`config.mk`:
```
export PLATFORM = sky130hd
export DESIGN_NAME = vga_fb_fetch_ctrl
export DESIGN_NICKNAME = d
export VERILOG_FILES = /design/src/rtl/vga_fb_fetch_ctrl.sv
export SDC_FILE = /design/constraint.sdc
export NUM_CORES = 1
export LEC_CHECK = 0
export ABC_AREA = 1
export BUFFER_PORTS_ARGS = -buffer_cell sky130_fd_sc_hd__buf_2
export CORE_MARGIN = 4
export CORE_UTILIZATION = 26
export CTS_BUF_LIST = sky130_fd_sc_hd__clkbuf_4
export CTS_CLUSTER_DIAMETER = 60
export DETAILED_ROUTE_END_ITERATION = 10
export HOLD_SLACK_MARGIN = 0.05
export PLACE_DENSITY_LB_ADDON = 0.08
export REMOVE_ABC_BUFFERS = 1
export SYNTH_ARGS = -nofsm -noshare
export SYNTH_HDL_FRONTEND = slang
export SYNTH_SLANG_ARGS = --single-unit
```
`constraint.sdc`:
```
create_clock -name clk_i -period 9 [get_ports clk_i]
set_clock_uncertainty 0.2 [all_clocks]
set_input_delay 1.35 -clock clk_i [delete_from_list [all_inputs] [get_ports clk_i]]
set_output_delay 1.35 -clock clk_i [all_outputs]
set_load 0.05 [all_outputs]
```
`src/rtl/vga_fb_fetch_ctrl.sv`:
```
// Framebuffer fetch sequencer: walks [FBSTART, FBSTART+FBSIZE) as AXI4 INCR read
// bursts, clipped to BRULEN, the frame tail and 4 KB pages, into the pixel FIFO.
module vga_fb_fetch_ctrl #(
   parameter int ADDR_WIDTH     = 32,
   parameter int DATA_WIDTH     = 32,
   parameter int FIFO_CNT_WIDTH = 10
) (
   input  logic                      clk_i,
   input  logic                      rst_i,
   input  logic                      en_i,
   input  logic [ADDR_WIDTH-1:0]     fbstart_i,
   input  logic [ADDR_WIDTH-1:0]     fbsize_i,
   input  logic [7:0]                brulen_i,
   input  logic                      frame_start_i,
   input  logic [FIFO_CNT_WIDTH-1:0] fifo_free_i,
   output logic                      fifo_wr_o,
   output logic [DATA_WIDTH-1:0]     fifo_wdata_o,
   output logic [ADDR_WIDTH-1:0]     araddr_o,
   output logic [7:0]                arlen_o,
   output logic                      arvalid_o,
   input  logic                      arready_i,
   input  logic [DATA_WIDTH-1:0]     rdata_i,
   input  logic [1:0]                rresp_i,
   input  logic                      rlast_i,
   input  logic                      rvalid_i,
   output logic                      rready_o,
   output logic                      busy_o,
   output logic                      frame_done_o,
   output logic                      err_o,
   input  logic                      err_clr_i
);
   localparam int RW = ADDR_WIDTH - 2;

   typedef enum logic [1:0] {S_IDLE, S_WAIT_SPACE, S_ADDR, S_DATA} state_t;

   state_t                state_q, state_d;
   logic [ADDR_WIDTH-1:0] addr_q, addr_d;
   logic [ADDR_WIDTH-1:0] araddr_q, araddr_d;
   logic [RW-1:0]         rem_q, rem_d;
   logic [7:0]            arlen_q, arlen_d;
   logic [8:0]            cnt_q, cnt_d;
   logic                  pend_q, pend_d;
   logic                  done_q, done_d;
   logic                  err_q, err_d;

   logic [ADDR_WIDTH-1:0] new_addr_w;
   logic [RW-1:0]         new_rem_w;
   logic [8:0]            blen_w, burst_w, burst_m1_w, bcnt_w;
   logic [10:0]           bnd_w;
   logic                  space_ok_w, beat_w, last_w, restart_w, err_set_w;
   logic                  unused_ok_w;

   assign unused_ok_w = ^{fbstart_i[1:0], fbsize_i[1:0]};

   assign new_addr_w = {fbstart_i[ADDR_WIDTH-1:2], 2'b00};
   assign new_rem_w  = fbsize_i[ADDR_WIDTH-1:2];
   assign blen_w     = (brulen_i == 8'd0) ? 9'd1 : {1'b0, brulen_i};
   // Beats left before the next 4 KB page: 1..1024.
   assign bnd_w      = 11'd1024 - {1'b0, addr_q[11:2]};
   assign bcnt_w     = {1'b0, arlen_q} + 9'd1;

   always_comb begin
      burst_w = blen_w;
      if (rem_q < {{(RW-9){1'b0}}, burst_w}) burst_w = rem_q[8:0];
      if ({2'b00, burst_w} > bnd_w) burst_w = bnd_w[8:0];
   end

   assign burst_m1_w = burst_w - 9'd1;
   assign space_ok_w = 32'(fifo_free_i) >= 32'(burst_w);
   assign beat_w     = (state_q == S_DATA) && rvalid_i;
   assign last_w     = beat_w && rlast_i;
   assign restart_w  = pend_q || frame_start_i;

   always_comb begin
      state_d   = state_q;
      addr_d    = addr_q;
      rem_d     = rem_q;
      araddr_d  = araddr_q;
      arlen_d   = arlen_q;
      cnt_d     = cnt_q;
      pend_d    = pend_q;
      done_d    = 1'b0;
      err_set_w = 1'b0;
      if (frame_start_i && (state_q != S_IDLE)) begin
         err_set_w = 1'b1;
         pend_d    = 1'b1;
      end
      case (state_q)
         S_IDLE: begin
            if (frame_start_i && en_i) begin
               addr_d = new_addr_w;
               rem_d  = new_rem_w;
               if (new_rem_w == '0) done_d = 1'b1;
               else                 state_d = S_WAIT_SPACE;
            end
         end
         S_WAIT_SPACE: begin
            pend_d = 1'b0;
            if (!en_i) begin
               state_d = S_IDLE;
            end else if (frame_start_i) begin
               // No burst outstanding, so a late frame restarts right away.
               addr_d = new_addr_w;
               rem_d  = new_rem_w;
               if (new_rem_w == '0) begin
                  done_d  = 1'b1;
                  state_d = S_IDLE;
               end
            end else if (space_ok_w) begin
               araddr_d = addr_q;
               arlen_d  = burst_m1_w[7:0];
               state_d  = S_ADDR;
            end
         end
         S_ADDR: begin
            if (arready_i) begin
               addr_d  = addr_q + {{(ADDR_WIDTH-11){1'b0}}, bcnt_w, 2'b00};
               rem_d   = rem_q - {{(RW-9){1'b0}}, bcnt_w};
               cnt_d   = '0;
               state_d = S_DATA;
            end
         end
         S_DATA: begin
            if (beat_w) begin
               cnt_d = cnt_q + 9'd1;
               if (rresp_i != 2'b00) err_set_w = 1'b1;
               if (rlast_i) begin
                  if (cnt_q != {1'b0, arlen_q}) err_set_w = 1'b1;
                  if (restart_w) begin
                     pend_d = 1'b0;
                     addr_d = new_addr_w;
                     rem_d  = new_rem_w;
                     if (new_rem_w == '0) begin
                        done_d  = 1'b1;
                        state_d = S_IDLE;
                     end else begin
                        state_d = S_WAIT_SPACE;
                     end
                  end else if (!en_i || (rem_q == '0)) begin
                     state_d = S_IDLE;
                  end else begin
                     state_d = S_WAIT_SPACE;
                  end
               end
            end
         end
         default: state_d = S_IDLE;
      endcase
      err_d = err_q;
      if (err_clr_i) err_d = 1'b0;
      if (err_set_w) err_d = 1'b1;
   end

   always_ff @(posedge clk_i) begin
      if (rst_i) begin
         state_q  <= S_IDLE;
         addr_q   <= '0;
         araddr_q <= '0;
         rem_q    <= '0;
         arlen_q  <= '0;
         cnt_q    <= '0;
         pend_q   <= 1'b0;
         done_q   <= 1'b0;
         err_q    <= 1'b0;
      end else begin
         state_q  <= state_d;
         addr_q   <= addr_d;
         araddr_q <= araddr_d;
         rem_q    <= rem_d;
         arlen_q  <= arlen_d;
         cnt_q    <= cnt_d;
         pend_q   <= pend_d;
         done_q   <= done_d;
         err_q    <= err_d;
      end
   end

   assign fifo_wr_o    = beat_w;
   assign fifo_wdata_o = rdata_i;
   assign araddr_o     = araddr_q;
   assign arlen_o      = arlen_q;
   assign arvalid_o    = (state_q == S_ADDR);
   assign rready_o     = (state_q == S_DATA);
   assign busy_o       = (state_q != S_IDLE);
   assign err_o        = err_q;
   // Zero-size frames report one cycle after the start; real frames with the last push.
   assign frame_done_o = done_q || (last_w && !restart_w && en_i && (rem_q == '0));

endmodule

```
* Word-level counts from Yosys, hierarchy flattened
Index checks and enable logic that the tools add are counted.
** Cells by class
- Bitwise operators :: 1
- Eq/ne operators :: 14
- $lt $le $gt $ge :: 3
- Add/subtract/negate cells :: 6
- Mux-type cells :: 56
- Reductions and logical operators :: 24
** Operators with widths (number)
- $mux W32 :: 7
- $mux W30 :: 7
- $pmux W32 S4 :: 1
- $pmux W30 S4 :: 1
- $logic_not A30 Y1 :: 2
- $mux W9 :: 4
- $add A32 B11 Y32 :: 1
- $lt A30 B8 Y1 :: 1
- $sub A30 B9 Y30 :: 1
- $mux W1 :: 21
- $mux W2 :: 10
- $pmux W9 S2 :: 1
- $reduce_and A7 Y1 :: 2
- $gt A9 B11 Y1 :: 1
- $sub A11 B10 Y11 const A :: 1
- $ge A10 B9 Y1 :: 1
- $ne A2 B2 Y1 const B :: 5
- $add A8 B1 Y9 const B :: 1
- $add A9 B1 Y9 const B :: 1
- $ne A9 B8 Y1 :: 1
- $logic_not A8 Y1 :: 1
- $mux W8 :: 1
- $ne A4 B4 Y1 const B :: 2
- $pmux W2 S4 :: 1
- 14 further kinds :: 29
** Word-level totals
- Register bits :: 116
- Bits of input ports :: 124
- Output and inout bits :: 78

* Depth between registers and ports, before layout
- Depth in word-level cells :: 11
- Mapped depth :: 34
- Mapped depth without buffers :: 32

* Worst setup path before layout
Ideal clock, no wire load.
- Path type :: input -> register
- Start :: in brulen_i[3]
- End :: reg araddr_q[15] (netlist: araddr_o[15])
- Setup time :: 0.070 ns
- Cell stages on the path :: 29
- Data required time :: 8.730 ns
- Data arrival time :: 5.239 ns
- Slack :: 3.491 ns
- Path buffers :: 3
- Path through :: inv_1 -> ha_1 -> a21oi_1 -> nor2_1 -> a211oi_1 -> nand2_2 -> nand2_4 -> nand2_4 -> nand2_1 -> nand2_1 -> ha_1 -> nand2_1 -> nor2_1 -> nand2_1 -> or3_1 -> nand3_2 -> buf_6 -> nand2_1 -> o21ai_0 -> inv_1 -> ha_1 -> a21o_1 -> a211oi_1 -> nand4_1 -> nand2_1 -> inv_1 -> buf_2 -> buf_2 -> a21oi_1
** Between the ends
- Longest elaborated chain between the ends :: 8
** Ends and longest elaborated chain
- start, declared :: line 13 : input logic [7:0] brulen_i,
- $logic_not A8 Y1 :: line 57 : assign blen_w = (brulen_i == 8'd0) ? 9'd1 : {1'b0, brulen_i};
- $mux W8 (*) :: line 57
- $lt A30 B8 Y1 :: line 64 : if (rem_q < {{(RW-9){1'b0}}, burst_w}) burst_w = rem_q[8:0];
- $mux W9 (*) :: line 64
- $gt A9 B11 Y1 :: line 65 : if ({2'b00, burst_w} > bnd_w) burst_w = bnd_w[8:0];
- $mux W9 (*) :: line 65
- $ge A10 B9 Y1 (*) :: line 69 : assign space_ok_w = 32'(fifo_free_i) >= 32'(burst_w);
- $reduce_and A4 Y1 (no source line) (*)
- end signal, assigned :: line 168 : araddr_q <= araddr_d;
- end, declared :: line 38 : logic [ADDR_WIDTH-1:0] araddr_q, araddr_d;
Every way passes the cells marked *; elsewhere a longest branch is shown, timed or not.
A chain may end at the register's enable or synchronous reset.

* Worst setup path after layout
- Start :: in brulen_i[7]
- End :: reg araddr_q[20] (netlist: araddr_o[20])
The elaborated chain is that of the path after synthesis.

==> results.toml <==
[final_layout]
drive_above_1_share = 0.169
syn2layout_area_growth_pct = 11.4
layout_common_cells = "nand2_1, a21oi_1, buf_2, inv_1, nor2_1"
fin_nets = 1482
final_cells = 1711
final_common_cell = "nand2_1"

[clock_tree]
cts_resized = 0
clk_transition_reported_paths_ns = 0.21
cts_setup_buffers = 0
cts_tree = "yes"
postCtsHoldBufs = 0
cts_max_level = 3
clock_sink_count = 112
cts_max_path_buffers = 2
clock_latency_ns = 0.52
cts-root-buf = "clkbuf_4"
numCtsBuffers = 9

[yosys]
synth_xor_area_frac = 0.0403
synth_warnings = 0
synth_area_um2 = 8250
ys_seq_area_frac = 0.272
async_flop_share = 0
synthMuxAreaShare = 0
synth-seq-cells = 112
synth.distinct_cells = 56
syn-instance-count = 1236
synth_top_family_by_area = "simple AND/OR/NAND/NOR gates"
synth_compound_area_frac = 0.205
synth_ff_type = "dfxtp_1"
synthAdderAreaFrac = 0.0761
yosys.area_share.simple = 0.290
avgSynthCellArea_um2 = 6.68
synth_edf_count = 0

[route]
detail_route.wl_per_cell_um = 16.9
wl_um = 28800
drt-initial-drc-count = 367
postRouteAntennaNets = 0
vias = 8171
drc_errors = 0
drt-pass1-iter-count = 4
via_per_inst = 4.78

[die]
row_count = 64
core_region_area_um2 = 31000
die_area_um2 = 34700
ios = 202
die_y_um = 186
die_x_um = 186
start_util = 0.266

[critical_path]
cp-start-kind = "input port"
r2r_start = "rem_q[7]"
crit_type = "input port to flop"
crit_arrival_ns = 6.73
r2r_slack_ns = 2.97
cp_data_required_time_ns = 9.23
crit_fanout = 36
reg2reg_depth = 24
end_kind = "flop"
cp_slowest_cell = "nand2_1"
max_stage_delay_ns = 0.61
rr_endpoint = "araddr_o[20]"

[global_route]
gr-usage-met3 = 0.0319
grt_max_degree = 81
grt_overflow_total = 0
grt_pass1_vias = 8004
grt_use_total = 0.165
grt_first_pass_wirelength_um = 45100
met1_usage = 0.230
met2_usage = 0.263
busiest_layer = "met2"
grt_antenna_before_repair = 2

[power]
ir_worst_vdd_uv = 95.3
powerDensity_nw_per_um2 = 196
p_leak_uw = 0.00410

[timing]
setup_ws_ns = 2.50
min_period_ns = 6.50
tightest_slew_ns = 0.926
max_clock_freq_ghz = 0.154
drv_slew = 0
setup_viol = 0
max_slew_margin = 0.383
hold_viol_final = 0
final.period_utilization = 0.723
finalSetupTns_ns = 0
rsz0062_at_grt = "false"

[placement]
gp_congestion = 0.787
dpl.hpwl_um = 21700
portBuffers = 131
pre_cts_ws_ns = 1.85
dp.cells = 1694

[job]
drv_cap = 0

[run_status]
status = "complete, no violations"

[worst_hold_path]
whs_path_depth = 1
min_from = "cnt_q[8]"
hold_end = "cnt_q[8]"
worstHoldPathType = "flop to flop"
cells in the mapped netlist (3+ instances only):
| cell | number | area (um2) |
|---|---|---|
| a221oi_1 | 4 | 35.0 |
| buf_1 | 3 | 11.3 |
| inv_1 | 127 | 477 |
| nand3_2 | 5 | 50.1 |
| nor2_1 | 128 | 480 |
| o221ai_1 | 9 | 78.8 |
| nand2_1 | 230 | 863 |
| nand3_1 | 47 | 235 |
| nand3b_1 | 3 | 22.5 |
| o21ai_1 | 5 | 25.0 |
| nand2_2 | 11 | 68.8 |
| ha_1 | 47 | 588 |
| o21ai_0 | 92 | 460 |
| dfxtp_1 | 112 | 2240 |
| xor2_1 | 23 | 201 |
| o211ai_1 | 20 | 150 |
| a31oi_1 | 5 | 31.3 |
| buf_4 | 34 | 255 |
| nor2_2 | 16 | 100 |
| a211oi_1 | 6 | 45.0 |
| nor4_1 | 16 | 100 |
| or2_1 | 3 | 18.8 |
| buf_2 | 11 | 55.1 |
| nand2_4 | 5 | 56.3 |
| inv_2 | 9 | 33.8 |
| xnor2_1 | 15 | 131 |
| clkbuf_1 | 30 | 113 |
| o21ai_2 | 3 | 26.3 |
| nor3_1 | 25 | 125 |
| nand4_1 | 16 | 100 |
| a21oi_1 | 139 | 696 |
| nor2_4 | 4 | 45.0 |
layout make-up:
type / instances / area, um2
Antenna cell: 1 / 2.50
Clock buffer: 9 / 67.6
Clock inverter: 7 / 81.3
Fill cell: 3514 / 21800
Inverter: 136 / 510
Multi-Input combinational cell: 911 / 5080
Sequential cell: 112 / 2240
Tap cell: 396 / 495
Timing Repair Buffer: 139 / 716
routing by layer:
metal  up-vias  part of all wire
li1       4250                 -
met3        28             0.045
met4         4             0.019
met1      3723              0.49
met5         -            0.0016
met2       166              0.44
per-stage QoR:
step                       util  hold WS, ns  cell area [um2]  total power (uW)
after floorplan               -        0.223             7820              1280
after CTS                 0.297        0.267             9190              1830
after global routing      0.297        0.304             9190              1970
final                     0.297        0.264             9190              1800
after global placement    0.292        0.234             9040              1530
after detailed placement  0.292        0.243             9040              1540
report_power, final:
| group | switching [uW] | total, uW | internal [uW] |
|---|---|---|---|
| Clock | 215 | 283 | 67.5 |
| Sequential | 76.2 | 633 | 557 |
| Combinational | 587 | 884 | 297 |
state kept, by name, indices dropped and copies added (netlist names):
register  cells
addr_q       30
araddr_o     30
arlen_o       8
cnt_q         9
done_q        1
err_o         1
pend_q        1
rem_q        30
state_q       2
cells by family (layout without fill, tap and decap cells):
| group | count (synthesis) | after routing |
|---|---|---|
| buffers and inverters | 215 | 291 |
| AO/OA/AOI/OAI | 300 | 300 |
| adder cells (fa/ha/maj) | 49 | 49 |
| AND/OR/NAND/NOR | 521 | 521 |
| other | 1 | 4 |
| XOR/XNOR | 38 | 38 |
| flip-flops | 112 | 112 |
worst max path at each step:
stage,from,to,slack (ns),cells past startpoint
after floorplan,state_q[1],addr_q[7],1.75,8
after global placement,brulen_i[7],araddr_o[27],1.99,26
after detailed placement,brulen_i[7],araddr_o[17],1.85,26
after CTS,brulen_i[7],araddr_o[20],2.41,26
after global routing,brulen_i[7],araddr_o[17],1.87,26
final,brulen_i[7],araddr_o[20],2.50,26
worst max-delay path, delay by kind of cell:
kind / cells / cell delay (ns)
buffers and inverters: 5 / 0.75
AO/OA/AOI/OAI: 9 / 1.83
adder cells (fa/ha/maj): 3 / 0.84
AND/OR/NAND/NOR: 9 / 1.90
No activity file was read; power rests on OpenSTA's default activity.
